### src/rtl/reaction_timer_ctrl.sv
// Reaction-time game controller: random arm delay, stimulus lamp,
// reaction measurement in ms with foul and timeout detection.
module reaction_timer_ctrl #(
    parameter int COUNT_BITS      = 14,
    parameter int DELAY_MIN_MS    = 1000,
    parameter int DELAY_RAND_BITS = 12,
    parameter int TIMEOUT_MS      = 9999
) (
    input  logic                  clk,
    input  logic                  rst_n,
    input  logic                  tick_ms,
    input  logic                  start,
    input  logic                  react,
    output logic                  led,
    output logic                  cnt_reset,
    output logic                  cnt_stop,
    output logic [COUNT_BITS-1:0] result_ms,
    output logic [1:0]            status
);

    localparam int DW = $clog2(DELAY_MIN_MS + 2**DELAY_RAND_BITS + 1);
    localparam logic [COUNT_BITS-1:0] TMO    = COUNT_BITS'(TIMEOUT_MS);
    localparam logic [COUNT_BITS-1:0] TMO_M1 = COUNT_BITS'(TIMEOUT_MS - 1);

    typedef enum logic [2:0] {
        IDLE,
        ARM,
        GO,
        DONE,
        FOUL,
        TOUT
    } state_t;

    state_t state;
    state_t next;

    logic            start_q;
    logic            react_q;
    logic            edge_en;
    logic            start_edge;
    logic            react_edge;
    logic [15:0]     lfsr;
    logic [DW-1:0]   delay_cnt;
    logic [DW-1:0]   delay_load;
    logic [COUNT_BITS-1:0] elapsed;
    logic            expiry;
    logic            timeout_hit;
    logic            arm_enter;
    logic            go_enter;
    logic            go_leave;

    // edge_en masks the first clk after reset so a held button is not an edge
    assign start_edge = start & ~start_q & edge_en;
    assign react_edge = react & ~react_q & edge_en;

    assign delay_load  = DW'(DELAY_MIN_MS) + DW'(lfsr[DELAY_RAND_BITS-1:0]);
    assign expiry      = tick_ms && (delay_cnt <= DW'(1));
    assign timeout_hit = tick_ms && (elapsed >= TMO_M1);

    always_ff @(posedge clk or negedge rst_n) begin
        if (!rst_n) begin
            start_q <= 1'b0;
            react_q <= 1'b0;
            edge_en <= 1'b0;
            lfsr    <= 16'hACE1;
        end else begin
            start_q <= start;
            react_q <= react;
            edge_en <= 1'b1;
            lfsr    <= {lfsr[14:0], lfsr[15] ^ lfsr[13] ^ lfsr[12] ^ lfsr[10]};
        end
    end

    always_ff @(posedge clk or negedge rst_n) begin
        if (!rst_n) begin
            state <= IDLE;
        end else begin
            state <= next;
        end
    end

    always_comb begin
        next = state;
        unique case (state)
            IDLE, DONE, FOUL, TOUT: begin
                if (start_edge) next = ARM;
            end
            ARM: begin
                if (react_edge) next = FOUL;
                else if (expiry) next = GO;
            end
            GO: begin
                if (react_edge) next = DONE;
                else if (timeout_hit) next = TOUT;
            end
            default: next = IDLE;
        endcase
    end

    always_comb begin
        led       = (state == GO);
        arm_enter = (next == ARM) && (state != ARM);
        go_enter  = (next == GO) && (state != GO);
        go_leave  = (state == GO) && (next != GO);
    end

    always_ff @(posedge clk or negedge rst_n) begin
        if (!rst_n) begin
            delay_cnt <= '0;
            elapsed   <= '0;
        end else begin
            if (arm_enter) begin
                delay_cnt <= delay_load;
            end else if (state == ARM && tick_ms && delay_cnt != '0) begin
                delay_cnt <= delay_cnt - 1'b1;
            end
            if (go_enter) begin
                elapsed <= '0;
            end else if (state == GO && tick_ms && elapsed != TMO) begin
                elapsed <= elapsed + 1'b1;
            end
        end
    end

    // strobes stay up until the counter has seen exactly one tick
    always_ff @(posedge clk or negedge rst_n) begin
        if (!rst_n) begin
            cnt_reset <= 1'b0;
            cnt_stop  <= 1'b0;
        end else begin
            if (go_enter) cnt_reset <= 1'b1;
            else if (tick_ms) cnt_reset <= 1'b0;
            if (go_leave) cnt_stop <= 1'b1;
            else if (tick_ms) cnt_stop <= 1'b0;
        end
    end

    always_ff @(posedge clk or negedge rst_n) begin
        if (!rst_n) begin
            result_ms <= '0;
            status    <= 2'b00;
        end else begin
            if (arm_enter) begin
                status <= 2'b00;
            end else if (state == ARM && next == FOUL) begin
                status    <= 2'b10;
                result_ms <= '0;
            end else if (state == GO && next == DONE) begin
                status    <= 2'b01;
                result_ms <= elapsed;
            end else if (state == GO && next == TOUT) begin
                status    <= 2'b11;
                result_ms <= TMO;
            end
        end
    end

endmodule

### config.mk
export PLATFORM = sky130hd
export DESIGN_NAME = reaction_timer_ctrl
export DESIGN_NICKNAME = d
export VERILOG_FILES = /design/src/rtl/reaction_timer_ctrl.sv
export SDC_FILE = /design/constraint.sdc
export NUM_CORES = 1
export LEC_CHECK = 0
export ABC_AREA = 1
export CORE_ASPECT_RATIO = 1.5
export CORE_MARGIN = 8
export CORE_UTILIZATION = 60
export DETAILED_ROUTE_END_ITERATION = 10
export PLACE_DENSITY_LB_ADDON = 0.15
export SETUP_SLACK_MARGIN = 0.2
export SLEW_MARGIN = 10
export SYNTH_ARGS = -nofsm -noshare
export SYNTH_HDL_FRONTEND = slang
export SYNTH_SLANG_ARGS = --single-unit
### constraint.sdc
create_clock -name clk -period 3.9 [get_ports clk]
set_clock_uncertainty 0.15 [all_clocks]
set_input_delay 0.78 -clock clk [delete_from_list [all_inputs] [get_ports clk]]
set_output_delay 0.78 -clock clk [all_outputs]
set_load 0.05 [all_outputs]
---- Yosys cells after proc, flatten, opt, wreduce, memory -nomap -nowiden ----
Index checks and enable logic that the tools add are counted.
W data, S select, Z words.
storage, ports and cells
  register bits after elaboration ......... 67
  input port bits ......................... 5
  output and inout bits ................... 19
  logic and storage cells ................. 82
operators by class
  add/subtract/negate cells ............... 3
  order comparisons ....................... 2
  eq/ne operators ......................... 14
  mux-type cells .......................... 20
  bitwise logic cells ..................... 10
  reductions and logical operators ........ 22
operator list
  operator                  number
  $mux W14                  5
  $mux W13                  2
  $mux W3                   5
  $add A14 B1 Y14 const B   1
  $ge A14 B14 Y1 const B    1
  $ne A14 B14 Y1 const B    1
  $add A10 B12 Y13 const A  1
  $le A13 B1 Y1 const B     1
  $reduce_bool A13 Y1       1
  $sub A13 B1 Y13 const B   1
  $eq A3 B2 Y1 const B      4
  $eq A3 B3 Y1 const B      4
  $logic_and A1 B1 Y1       12
  $pmux W3 S3               1
  $mux W2                   4
  $reduce_bool A2 Y1        4
  $eq A3 B1 Y1 const B      2
  $ne A3 B2 Y1 const B      2
  $and A1 B1 Y1             4
  $reduce_bool A4 Y1        1
  $reduce_or A4 Y1          1
  $logic_not A3 Y1          1
  $mux W1                   3
  $ne A3 B1 Y1 const B      1
  other kinds (4)           8

---- Depth between registers and ports, before layout ----
  word-level depth ........................ 11
  mapped depth ............................ 18
  gate-level depth less buffers ........... 17

---- Worst setup path before layout ----
OpenSTA, ideal clock, no wires.
  path type ............................... in2reg
  start ................................... input react
  end ..................................... register delay_cnt[10]
  library setup time ...................... 0.117 ns
  data arrival time ....................... 1.898 ns
  data required time ...................... 3.633 ns
  path slack .............................. 1.735 ns
  stages .................................. 14
  cells stage by stage .................... nand2_1 -> nor2_2 -> inv_1 -> nor2_1 -> a21oi_1 -> nand2_1 -> nor2_1 -> nor2_2 -> nand3_4 -> inv_4 -> buf_8 -> nand2_2 -> nand2_1 -> nand2_1
between the ends
  longest elaborated chain between the ends .. 7
  elaborated cells on any way between the ends .. 9
  classes of those cells .................. 1 x eq/ne; 4 x mux; 2 x bitwise; 2 x reduce/logical
RTL lines
  element                                         line    text
  start: declaration                              13      input logic react,
  $and A1 B1 Y1 * (2 in series)                   54      assign react_edge = react & ~react_q & edge_en;
  $mux W3 (on tied branches)                      93, 89
  $pmux W3 S3 *                                   84      unique case (state)
  $eq A3 B1 Y1 *                                  102     arm_enter = (next == ARM) && (state != ARM);
  $logic_and A1 B1 Y1 *                           102
  $mux W13 or $reduce_bool A2 Y1 (tied branches)  --
  end signal: assignment                          113     delay_cnt <= delay_load;
  end signal: assignment                          115     delay_cnt <= delay_cnt - 1'b1;
  end: declaration                                43      logic [DW-1:0] delay_cnt;
Mark *: on every way between the ends. The rest lies on a longest branch, timed or not.
A chain may end at the register's enable or synchronous reset.

---- Final worst setup path ----
  start ................................... register state[0]
  end ..................................... output led
between the ends
  longest elaborated chain between the ends .. 1
RTL lines
  element                   line  text
  start: declaration        34    state_t state;
  start signal: assignment  78    state <= next;
  $eq A3 B2 Y1              101   led = (state == GO);
  end: declaration          14    output logic led,
No other way between the ends.

==> run summary <==
The number of I/O port buffers is 23. In this run the critical register-to-register path is launched from elapsed[0]. The number of buffers and inverters on the critical path came out at 3. Among all cell types in the netlist, the one instantiated most often is sky130_fd_sc_hd__nand2_1. The floorplan step defined a die boundary enclosing 8440 um2.

The share of the clock period used by the worst path after layout is 0.722. The mean post-synth cell area is 8.44 um2. The row count came out at 33. Summing all multi-input logic gate instances after layout gives 1510 um2. The actual transition at the worst max-transition pin is 0.585 ns.

The synthesized design spends more area on one cell type than any other, namely sky130_fd_sc_hd__dfrtp_1. The number of nets in the layout came out at 445. The number of slew-limit violations in the final report is 0. The commonest cells after synthesis are sky130_fd_sc_hd__nand2_1, sky130_fd_sc_hd__dfrtp_1, sky130_fd_sc_hd__nor2_1. The worst setup path is captured at an output port. The share of synthesized area in the top cell type comes to 0.431. The time the final worst path needs with I/O delays and setup is 2.82 ns. Timing would allow up to 355 MHz. The critical path starts at state[0]. The total overflow left after global routing is 0. The detailed router placed 2,686 vias in this run. After detailed routing, the number of remaining DRC violations is 0. The sequential cell area in the final layout is 1690 um2.

The average wire length per cell after detail routing is 14.2 um. The worst hold path was traced through 0 stages. In the global route stage, overall resource usage came out at 0.187. The design draws 2.58 mW. The floorplan step set the die width to 77.7 um. The post-synthesis cell type count came out at 38. The accumulated negative setup slack is 0 ns.

STA classifies the critical path startpoint as a flip-flop. The initial standard-cell utilization of the core is 0.624. The top-level port count came out at 24. The critical path in this run is classified as flip-flop to output port. Counting stages on the worst path, the most repeated cell is sky130_fd_sc_hd__inv_1.

The post-CTS clock slew at the launch and capture registers of the worst setup and hold paths came out at 0.07 ns. The total detailed-routing wirelength came out at 7250 um. The antenna diode count is 0. The via count of the first global-routing pass is 2,727.

Synthesis produced a netlist with a net count of 417. The number of endpoints with negative hold slack in the final report was 0. The met3 usage in global routing is 0.0457. The number of enable-type register cells in the synthesized netlist came out at 0. By area the synthesized netlist is led by sky130_fd_sc_hd__dfrtp_1, sky130_fd_sc_hd__nand2_1, sky130_fd_sc_hd__dfstp_2. The worst pin sits at a relative slew slack of 0.607. The clock tree root driver cell is sky130_fd_sc_hd__clkbuf_8. The number of nets with antenna violations after detailed routing is 0. The library cell contributing the largest single delay on the critical path is sky130_fd_sc_hd__clkdlybuf4s50_1.

The initial antenna violation count is 0. Setup repair after global routing left no endpoint under its margin. The placed wire-length estimate came out at 5330 um. The power density over cell area is 663 nW/um2. The end point of the most critical hold path is lfsr[15]. Across the VDD grid, the largest voltage drop is 0.000367 V. The proportion of layout cells with a drive suffix above 1 came out at 0.144.

The required arrival time at the worst endpoint came out at 2.97 ns. The cell area after synthesis came out at 3430 um2. The largest net degree at the start of global routing is 45.

Relative to the synthesized area, the layout overhead comes to 13.6%. No sink is reached through more buffers than the 2 on the longest clock path. Once the clock tree was built, the setup fixing pass inserted 0 buffers. The worst-case reg-to-reg path depth is 16.

The total leakage power is 1.98 nW. The detailed-routing iteration count for the pre-antenna-repair pass came out at 6. Once the clock tree was built, the resizer swapped 0 gates to a different size. At the later pin of the worst-skew pair, clock insertion delay measures 0.34 ns. The most used flip-flop cell after synthesis is sky130_fd_sc_hd__dfrtp_1. The worst hold path begins at lfsr[14].

Across the run, the number of max-cap violations was 0. The number of DRC markers after the initial detailed-route iteration is 176. The CTS sink count came out at 67. Traced cell by cell, the critical path runs through inv_1 -> nand3_2 -> inv_1 -> clkdlybuf4s50_1. In the global route stage, met1 resource usage came out at 0.198. The largest fanout on the critical path is 6.

The placeable core area is 5490 um2. In this run the register-to-register setup slack is 1.54 ns. The total clock buffers created by CTS is 9.

After synthesis, the share of flip-flops with an asynchronous set or reset is 1.00. The kind of cell with the highest combined delay along the critical path is buffers and inverters. For this run, the number of Yosys warnings is 0. The vertical die dimension is 109 um.

The largest incremental delay on the critical path is 0.81 ns. The share of the yosys chip area belonging to registers came out at 0.492. The critical path data arrival time is 1.89 ns. The deepest level of the CTS H-tree came out at 3. The cell count after synthesis came out at 406. The run finished with clean final reports. The worst register-to-register path ends at delay_cnt[6].

The number of fill cells in the layout came out at 445. In this run the most used layer during global routing was met2. The post-cts hold buffer count came out at 0. The register bit count reported by yosys is 67. The met2 routing resource usage after global routing came out at 0.329.

TritonCTS built the clock tree. The global-route wire length before repair is 12,500 um. The total setup violations reported at the end of the flow came out at 0. The via density per instance is 5.28.

The final estimated routing congestion in global placement came out at 0.914. The path class of the tightest hold or removal check is flip-flop to flip-flop.
logic make-up (layout without fill, tap and decap cells):
kind of cell	count (synthesis)	count (layout)	share of synthesized area
and+or+nand+nor	215	215	0.292
DFF	67	67	0.492
buffers and inverters	56	89	0.0690
xor gates and xnor gates	28	28	0.0715
AOI/OAI and AO/OA	33	33	0.0522
adders and majority gates	6	6	0.0219
other	1	1	0.00109
state kept, by name, summed over array words and instances, names as in the netlist:
signal,flops
lfsr,16
elapsed,14
result_ms,14
delay_cnt,13
state,3
status,2
cnt_reset,1
cnt_stop,1
edge_en,1
react_q,1
start_q,1
layout by cell type, fill, tap and decap left out, types with 6 or more instances in the layout:
cell type and count:
sky130_fd_sc_hd__nand3_1 29, sky130_fd_sc_hd__clkbuf_8 10, sky130_fd_sc_hd__dfrtp_1 59, sky130_fd_sc_hd__dfstp_2 8, sky130_fd_sc_hd__nor3_1 9, sky130_fd_sc_hd__ha_1 6
sky130_fd_sc_hd__xnor2_1 11, sky130_fd_sc_hd__inv_2 9, sky130_fd_sc_hd__xor2_1 17, sky130_fd_sc_hd__nand2_2 8, sky130_fd_sc_hd__o21ai_0 18, sky130_fd_sc_hd__inv_1 37
sky130_fd_sc_hd__o21ai_1 9, sky130_fd_sc_hd__nand2_1 102, sky130_fd_sc_hd__clkdlybuf4s50_1 22, sky130_fd_sc_hd__nor2_1 39
stage by stage:
step	hold slack (ns)	cell area (um2)	utilization	setup slack [ns]	instances
5_1_grt	0.212	3900	0.710	1.01	509
3_5_place_dp	0.204	3700	0.674	0.898	493
2_1_floorplan	0.183	3430	-	1.74	406
3_3_place_gp	0.191	3700	0.674	0.951	493
4_1_cts	0.203	3900	0.710	1.06	509
6_report	0.199	3900	0.710	1.08	509
worst max-delay path by stage:
stage / end / slack [ns] / cells after the start
after floorplan: delay_cnt[10] / 1.74 / 14
after global placement: delay_cnt[6] / 0.95 / 14
after detailed placement: delay_cnt[6] / 0.90 / 14
after CTS: led / 1.06 / 4
after global routing: led / 1.01 / 4
final: led / 1.08 / 4
metal layers:
metal / part of all wire / vias up
li1: - / 1336
met1: 0.40 / 1276
met2: 0.53 / 56
met3: 0.033 / 18
met4: 0.035 / 0
met5: 0 / -
power breakdown:
part	switching, mW	total (mW)	internal, mW	leakage, nW
Sequential	0.135	0.979	0.843	0.849
Combinational	0.679	1.04	0.359	1.03
Clock	0.256	0.565	0.309	0.0991
Total	1.07	2.58	1.51	1.98
cell type report:
type,count,area share
clock buffers,11,0.0363
well taps,70,0.0225
flip-flops and latches,67,0.433
inverters,48,0.0469
repair buffers,25,0.0617
clock inverters,5,0.0135
multi-input cells,283,0.386
Note: power is estimated with default switching activity, not from simulation.
